[config.mk]
export PLATFORM = sky130hd
export DESIGN_NAME = ibus_halfword_bridge
export DESIGN_NICKNAME = d
export VERILOG_FILES = /design/src/rtl/ibus_halfword_bridge_pkg.sv /design/src/rtl/ibus_halfword_bridge_lastword.sv /design/src/rtl/ibus_halfword_bridge.sv
export SDC_FILE = /design/constraint.sdc
export NUM_CORES = 1
export LEC_CHECK = 0
export ABC_AREA = 0
export CORE_MARGIN = 5
export CORE_UTILIZATION = 35
export DETAILED_ROUTE_END_ITERATION = 10
export PLACE_DENSITY = 0.73
export SETUP_SLACK_MARGIN = 0.15
export SYNTH_ARGS = -nofsm -noshare
export SYNTH_HDL_FRONTEND = slang
export SYNTH_SLANG_ARGS = --single-unit
[constraint.sdc]
create_clock -name clk_i -period 2.5 [get_ports clk_i]
set_clock_uncertainty 0.1 [all_clocks]
set_input_delay 0.75 -clock clk_i [delete_from_list [all_inputs] [get_ports clk_i]]
set_output_delay 0.75 -clock clk_i [all_outputs]
set_load 0.03 [all_outputs]
[src/rtl/ibus_halfword_bridge_pkg.sv]
// Shared definitions for the halfword instruction-bus bridge:
// CPU fetch size codes, the bridge state encoding and small size decoders.
package ibus_halfword_bridge_pkg;

    // isiz codes driven by the CPU fetch port
    localparam logic [1:0] ISIZ_IDLE = 2'b00;
    localparam logic [1:0] ISIZ_16   = 2'b01;
    localparam logic [1:0] ISIZ_32   = 2'b10;

    // Bridge sequencing states
    typedef enum logic [1:0] {
        IB_IDLE = 2'b00,
        IB_LO   = 2'b01,
        IB_HI   = 2'b10,
        IB_ACK  = 2'b11
    } ib_state_e;

    // A 16-bit fetch is only the exact 01 code
    function automatic logic is_half(input logic [1:0] siz);
        return siz == ISIZ_16;
    endfunction

    // 11 is treated the same as a 32-bit fetch
    function automatic logic is_word(input logic [1:0] siz);
        return (siz == ISIZ_32) || (siz == 2'b11);
    endfunction

endpackage

[src/rtl/ibus_halfword_bridge_lastword.sv]
// Single-entry last-word buffer: remembers the most recent completed 32-bit
// fetch (word tag + data) so an identical re-fetch can skip the memory.
// Flush and fill on the same edge leave the entry invalid.
module ibus_halfword_bridge_lastword #(
    parameter int TAG_W = 22
) (
    input  logic             clk_i,
    input  logic             reset_i,
    input  logic             i_flush,
    input  logic [TAG_W-1:0] i_tag,
    input  logic             i_fill,
    input  logic [TAG_W-1:0] i_fill_tag,
    input  logic [31:0]      i_fill_data,
    output logic             o_hit,
    output logic [31:0]      o_data
);

    logic             r_valid;
    logic [TAG_W-1:0] r_tag;
    logic [31:0]      r_data;

    // Valid bit: flush dominates a simultaneous fill
    always_ff @(posedge clk_i or negedge reset_i) begin
        if (!reset_i) begin
            r_valid <= 1'b0;
        end else if (i_flush) begin
            r_valid <= 1'b0;
        end else if (i_fill) begin
            r_valid <= 1'b1;
        end
    end

    // Tag and data capture on every completed 32-bit fetch
    // NOTE: tag/data are reset only so outputs are never X; correctness rests on r_valid alone.
    always_ff @(posedge clk_i or negedge reset_i) begin
        if (!reset_i) begin
            r_tag  <= '0;
            r_data <= '0;
        end else if (i_fill) begin
            r_tag  <= i_fill_tag;
            r_data <= i_fill_data;
        end
    end

    assign o_hit  = r_valid && (r_tag == i_tag);
    assign o_data = r_data;

endmodule

[src/rtl/ibus_halfword_bridge.sv]
// Instruction-bus slave that fetches each 32-bit instruction as two 16-bit
// beats (low halfword at the even word address, high at +2) from a narrow
// memory, and returns the assembled word with a one-cycle iack_o.
// Optional feature macro: IBRIDGE_LASTWORD_EN adds a single-entry last-word
// buffer and the flush_i port; without it every fetch goes to memory.
module ibus_halfword_bridge
    import ibus_halfword_bridge_pkg::*;
#(
    parameter int ADDR_W = 24
) (
    input  logic              clk_i,
    input  logic              reset_i,
    input  logic [63:0]       iadr_i,
    input  logic [1:0]        isiz_i,
    output logic              iack_o,
    output logic [31:0]       idat_o,
    output logic [ADDR_W-1:0] madr_o,
    output logic              mstb_o,
    input  logic              mack_i,
    input  logic [15:0]       mdat_i
`ifdef IBRIDGE_LASTWORD_EN
    ,
    input  logic              flush_i
`endif
);

    ib_state_e         r_state;
    ib_state_e         w_next_state;
    logic              r_is16;
    logic              r_abandon;
    logic [31:0]       r_idat;
    logic [ADDR_W-1:0] r_madr;

    logic              w_req;
    logic              w_quit;
    logic              w_hit;
    logic [31:0]       w_buf_data;
    logic              w_start;
    logic              w_hit_take;
    logic              w_cap_lo;
    logic              w_cap_hi;
    logic              w_fill;
    logic              w_unused_iadr;

    assign w_req  = (isiz_i != ISIZ_IDLE);
    // Abandon once the CPU drops isiz during a beat; the beat itself still completes
    assign w_quit = r_abandon | ~w_req;

    // Address bits above the memory window and the byte bit are don't-care
    assign w_unused_iadr = ^{iadr_i[63:ADDR_W], iadr_i[0]};

`ifdef IBRIDGE_LASTWORD_EN
    logic w_lw_hit;

    ibus_halfword_bridge_lastword #(
        .TAG_W (ADDR_W - 2)
    ) u_lastword (
        .clk_i       (clk_i),
        .reset_i     (reset_i),
        .i_flush     (flush_i),
        .i_tag       (iadr_i[ADDR_W-1:2]),
        .i_fill      (w_fill),
        .i_fill_tag  (r_madr[ADDR_W-1:2]),
        .i_fill_data ({mdat_i, r_idat[15:0]}),
        .o_hit       (w_lw_hit),
        .o_data      (w_buf_data)
    );

    // Only 32-bit requests can hit; a flush on the same edge forces a memory fetch
    assign w_hit = w_lw_hit && is_word(isiz_i) && !flush_i;
`else
    assign w_hit      = 1'b0;
    assign w_buf_data = '0;
`endif

    // State register
    // NOTE: sequential state uses non-blocking assignments so every flop samples pre-edge values.
    always_ff @(posedge clk_i or negedge reset_i) begin
        if (!reset_i) begin
            r_state <= IB_IDLE;
        end else begin
            r_state <= w_next_state;
        end
    end

    // Next-state and per-edge datapath controls
    // NOTE: every output of this block gets a default first so no latch is inferred.
    always_comb begin
        w_next_state = r_state;
        w_start      = 1'b0;
        w_hit_take   = 1'b0;
        w_cap_lo     = 1'b0;
        w_cap_hi     = 1'b0;
        w_fill       = 1'b0;
        case (r_state)
            IB_IDLE: begin
                if (w_req) begin
                    if (w_hit) begin
                        w_next_state = IB_ACK;
                        w_hit_take   = 1'b1;
                    end else begin
                        w_next_state = IB_LO;
                        w_start      = 1'b1;
                    end
                end
            end
            IB_LO: begin
                if (mack_i) begin
                    w_cap_lo = 1'b1;
                    if (w_quit) begin
                        w_next_state = IB_IDLE;
                    end else if (r_is16) begin
                        w_next_state = IB_ACK;
                    end else begin
                        w_next_state = IB_HI;
                    end
                end
            end
            IB_HI: begin
                if (mack_i) begin
                    w_cap_hi = 1'b1;
                    if (w_quit) begin
                        w_next_state = IB_IDLE;
                    end else begin
                        w_next_state = IB_ACK;
                        w_fill       = 1'b1;
                    end
                end
            end
            IB_ACK: begin
                // isiz still held by the CPU here is the same request, not a new one
                w_next_state = IB_IDLE;
            end
            default: begin
                w_next_state = IB_IDLE;
            end
        endcase
    end

    // Request latch, halfword address stepping and read-data assembly
    always_ff @(posedge clk_i or negedge reset_i) begin
        if (!reset_i) begin
            r_madr <= '0;
            r_is16 <= 1'b0;
            r_idat <= '0;
        end else begin
            if (w_start) begin
                // Word fetches start at the even word address; halfword fetches keep bit 1
                r_madr <= {iadr_i[ADDR_W-1:2], iadr_i[1] & is_half(isiz_i), 1'b0};
                r_is16 <= is_half(isiz_i);
            end else if (w_cap_lo && (w_next_state == IB_HI)) begin
                r_madr <= r_madr + ADDR_W'(2);
            end
            if (w_hit_take) begin
                r_idat <= w_buf_data;
            end else if (w_cap_lo) begin
                r_idat <= {16'h0000, mdat_i};
            end else if (w_cap_hi) begin
                r_idat[31:16] <= mdat_i;
            end
        end
    end

    // Sticky abandon flag: set if isiz is seen idle while a beat is outstanding
    always_ff @(posedge clk_i or negedge reset_i) begin
        if (!reset_i) begin
            r_abandon <= 1'b0;
        end else if (w_start) begin
            r_abandon <= 1'b0;
        end else if (((r_state == IB_LO) || (r_state == IB_HI)) && !w_req) begin
            r_abandon <= 1'b1;
        end
    end

    // Strobe and acknowledge decode straight from the state, so reset drops them at once
    assign mstb_o = (r_state == IB_LO) || (r_state == IB_HI);
    assign iack_o = (r_state == IB_ACK);
    assign madr_o = r_madr;
    assign idat_o = r_idat;

endmodule

==> results.py <==
metrics = {
    "status": {
        "status": "complete, but fails checks",
        "failed_checks": "negative setup slack",
    },
    "clock_network": {
        "clk_pin_slew_ns": 0.07,
        "cts.sinks": 59,
        "cts_hold_buf": 0,
        "cts-root-buf": "clkbuf_8",
        "htree_num_levels": 3,
        "cts_tree": "done",
        "clockBufferDepth": 2,
        "clock_latency_ns": 0.33,
        "cts_made_buffers": 9,
    },
    "yosys": {
        "synthXorXnorAreaFrac_pct": 0,
        "syn_area_mm2": 0.00298,
        "synth.avg_cell_area_um2": 9.87,
        "synth_cell_types": 42,
        "synth_area_leaders": "dfrtp_1 50%, a31oi_1 4.2%, mux2_1 3.8%, nand2_1 3.8%, nand2b_1 3.4%",
        "synth_top_area_share_pct": 49.5,
        "synthAdderAreaFrac_pct": 2.10,
        "synthCells": 302,
        "synth-simple-area-share_pct": 22.6,
        "yosysTopAreaCell": "dfrtp_1",
        "ys_seq_area_share_pct": 49.5,
        "synth.area.mux_share_pct": 6.38,
        "syn_nets": 392,
        "ys_ff_latch": 59,
        "synth_compound_area_share_pct": 15.2,
        "yosys_warnings": 0,
        "synth_top_family_by_area": "simple AND/OR/NAND/NOR gates",
    },
    "sta": {
        "hold_slack_ns": 0.326,
        "fmax_mhz": 400,
        "setup_slack_ns": -0.00193,
        "drv_slew": 0,
        "hold_violations": 0,
        "finalCritPeriodShare_pct": 100,
        "rsz0062_at_grt": "true",
        "finalSetupViolCount": 2,
        "fin_crit_ns": 2.50,
    },
    "power": {
        "power_density_mw_per_mm2": 1410,
        "pwr-share-comb_pct": 57.7,
        "power.share.clock_pct": 14.3,
        "switching_share_pct": 44.7,
        "ir_drop_mv": 0.687,
        "leakage_nw": 2.03,
        "power.switching_w": 0.00298,
        "seqPwrFrac_pct": 28.0,
        "p_int_w": 0.00368,
    },
    "critical_path": {
        "cp_top_family": "simple AND/OR/NAND/NOR gates",
        "worstPathRequired_ns": 2.65,
        "cp-start-kind": "input port",
        "max_stage_delay_ns": 0.56,
        "endpoint_kind": "flip-flop",
        "path_cells": "clkdlybuf4s15_2 -> o21bai_2 -> o41ai_2 -> or4_4 -> buf_6 -> buf_6 -> or3_1 -> a31oi_1",
        "crit_fanout": 6,
        "crit_arrival_ns": 2.65,
        "timing.critical_path.mode_cell": "buf_6",
        "crit_type": "input port to flip-flop",
        "cp_slowest_cell": "or4_4",
        "cp.buffers_inverters": 3,
    },
    "routing": {
        "ant_nets": 0,
        "wirelength_um": 8840,
        "vias_per_cell": 5.28,
        "drc": 0,
        "route.detailed.wl_per_inst_um": 16.1,
        "first_pass_iters": 4,
        "routed-via-count": 2895,
        "drt-initial-drc-count": 93,
    },
    "cells_and_area": {
        "num-nets-final": 528,
        "drive_above_1_share_pct": 20.8,
        "final_common_cell": "clkdlybuf4s50_1",
        "fillers": 705,
        "fin_area_mm2": 0.00473,
        "n_antenna_cell": 0,
        "utilization_pct": 57.3,
        "area_delta_synth_final_pct": 58.7,
        "final_cell_mix": "79 x clkdlybuf4s50_1, 59 x dfrtp_1, 35 x buf_4",
    },
    "global_route": {
        "grt_pass1_vias": 2946,
        "grt_overflow": 0,
        "grt_pass1_wl_um": 14200,
        "grt_max_degree": 60,
        "grt_usage_pct": 17.0,
        "antenna_found_initial": 0,
    },
    "placement": {
        "dpl_cell_area_mm2": 0.00431,
        "portBuffers": 100,
        "gp_congestion": 0.781,
        "place_hpwl_um": 6070,
    },
    "floorplan": {
        "dieHeight_um": 102,
        "coreArea_mm2": 0.00826,
        "die_area_mm2": 0.0105,
        "initial_core_util_pct": 36.1,
        "row_count": 33,
        "pin_count": 143,
        "die_w_um": 102,
    },
    "job": {
        "drv_cap": 0,
    },
    "worst_hold_path": {
        "hold_path_class": "input port to asynchronous set/reset pin",
    },
}
## kinds of logic after synthesis
family	Yosys count
buf+inv	25
flops	59
mux	17
simple gates	124
compound gates	71
fa+ha+maj	5
other cells	1
## synth_stat cells, drive strengths merged
cell type,instances
dfrtp,59
nand2,30
o21ai,27
nor2,25
a31oi,20
mux2,16
nand2b,16
clkbuf,13
nand3,10
o31ai,8
inv,7
o41ai,6
or3,6
or4,6
and3,5
buf,5
ha,5
nand4,5
a21oi,4
and4,4
nand4b,4
nor4,3
or4b,3
a31o,2
and2,2
nor2b,2
nor3,2
a21o,1
a2bb2oi,1
conb,1
mux2i,1
nor3b,1
o211ai,1
o21bai,1
## power by group through the flow
stage	combinational [W]	sequential, W	clock, W
finish	0.00385	0.00187	0.000956
global route	0.00414	0.00194	0.00101
CTS	0.00383	0.00185	0.000977
detailed placement	0.00372	0.00187	0
global placement	0.00364	0.00185	0
floorplan	0.00128	0.00268	0
## stage by stage
step	setup TNS [ns]	std cells	total power, W	worst slack [ns]
finish	-0.00249	548	0.00667	-0.00193
global route	-0.711	548	0.00709	-0.104
CTS	0	547	0.00666	0.0103
detailed placement	-14.02	520	0.00558	-0.768
global placement	-13.28	520	0.00549	-0.719
floorplan	-0.131	302	0.00395	-0.0699
## path summary, 6_finish.rpt
path | slack (ns) | cells past startpoint | to | from
max | -0.002 | 8 | madr_o[13] | isiz_i[1]
max reg2reg | 0.01 | 9 | madr_o[13] | r_state[0]
min reg2reg | 0.39 | 2 | idat_o[19] | idat_o[19]
min in group clk_i | 0.39 | 2 | idat_o[19] | idat_o[19]
min | 0.33 | 2 | idat_o[0] | reset_i
max in group asynchronous | 1.72 | 2 | r_state[1] | reset_i
## metal layers
| layer | vias to the layer above | GRT usage (%) | share of wire (%) |
|---|---|---|---|
| met5 | - | 0 | 0 |
| met2 | 122 | 27.4 | 48 |
| met3 | 15 | 4.16 | 7.8 |
| met1 | 1376 | 22.5 | 43 |
| li1 | 1382 | - | - |
| met4 | 0 | 5.35 | 1.4 |
## area by class of cell
class	instances	area, um2	share of cell area [%]
flip-flops and latches	59	1480	31.2
clock buffers	9	124	2.62
multi-input cells	218	1520	32.1
clock inverters	7	92.6	1.96
well taps	105	131	2.78
repair buffers	143	1360	28.8
inverters	7	26.3	0.555
## state kept, by name (all words and copies together) (netlist names)
register	cells
idat_o	32
madr_o	23
r_abandon	1
r_is16	1
r_state	2
## worst register-to-register path, cell delays in order, from the launching register on
cell and delay, ns:
dfrtp_1 0.43, inv_2 0.09, ha_4 0.17, buf_4 0.15, a2bb2oi_2 0.16, or4_4 0.59
buf_6 0.16, buf_6 0.11, or3_1 0.29, a31oi_1 0.16
## timing repair
action                                 in CTS  in global routing
setup buffers                              11                  1
gates resized for setup                    33                 19
setup endpoints to repair                  31                 29
endpoints found under the hold margin       0                  0
pin swaps                                  15                 10
Note: power is estimated with default switching activity, not from simulation.
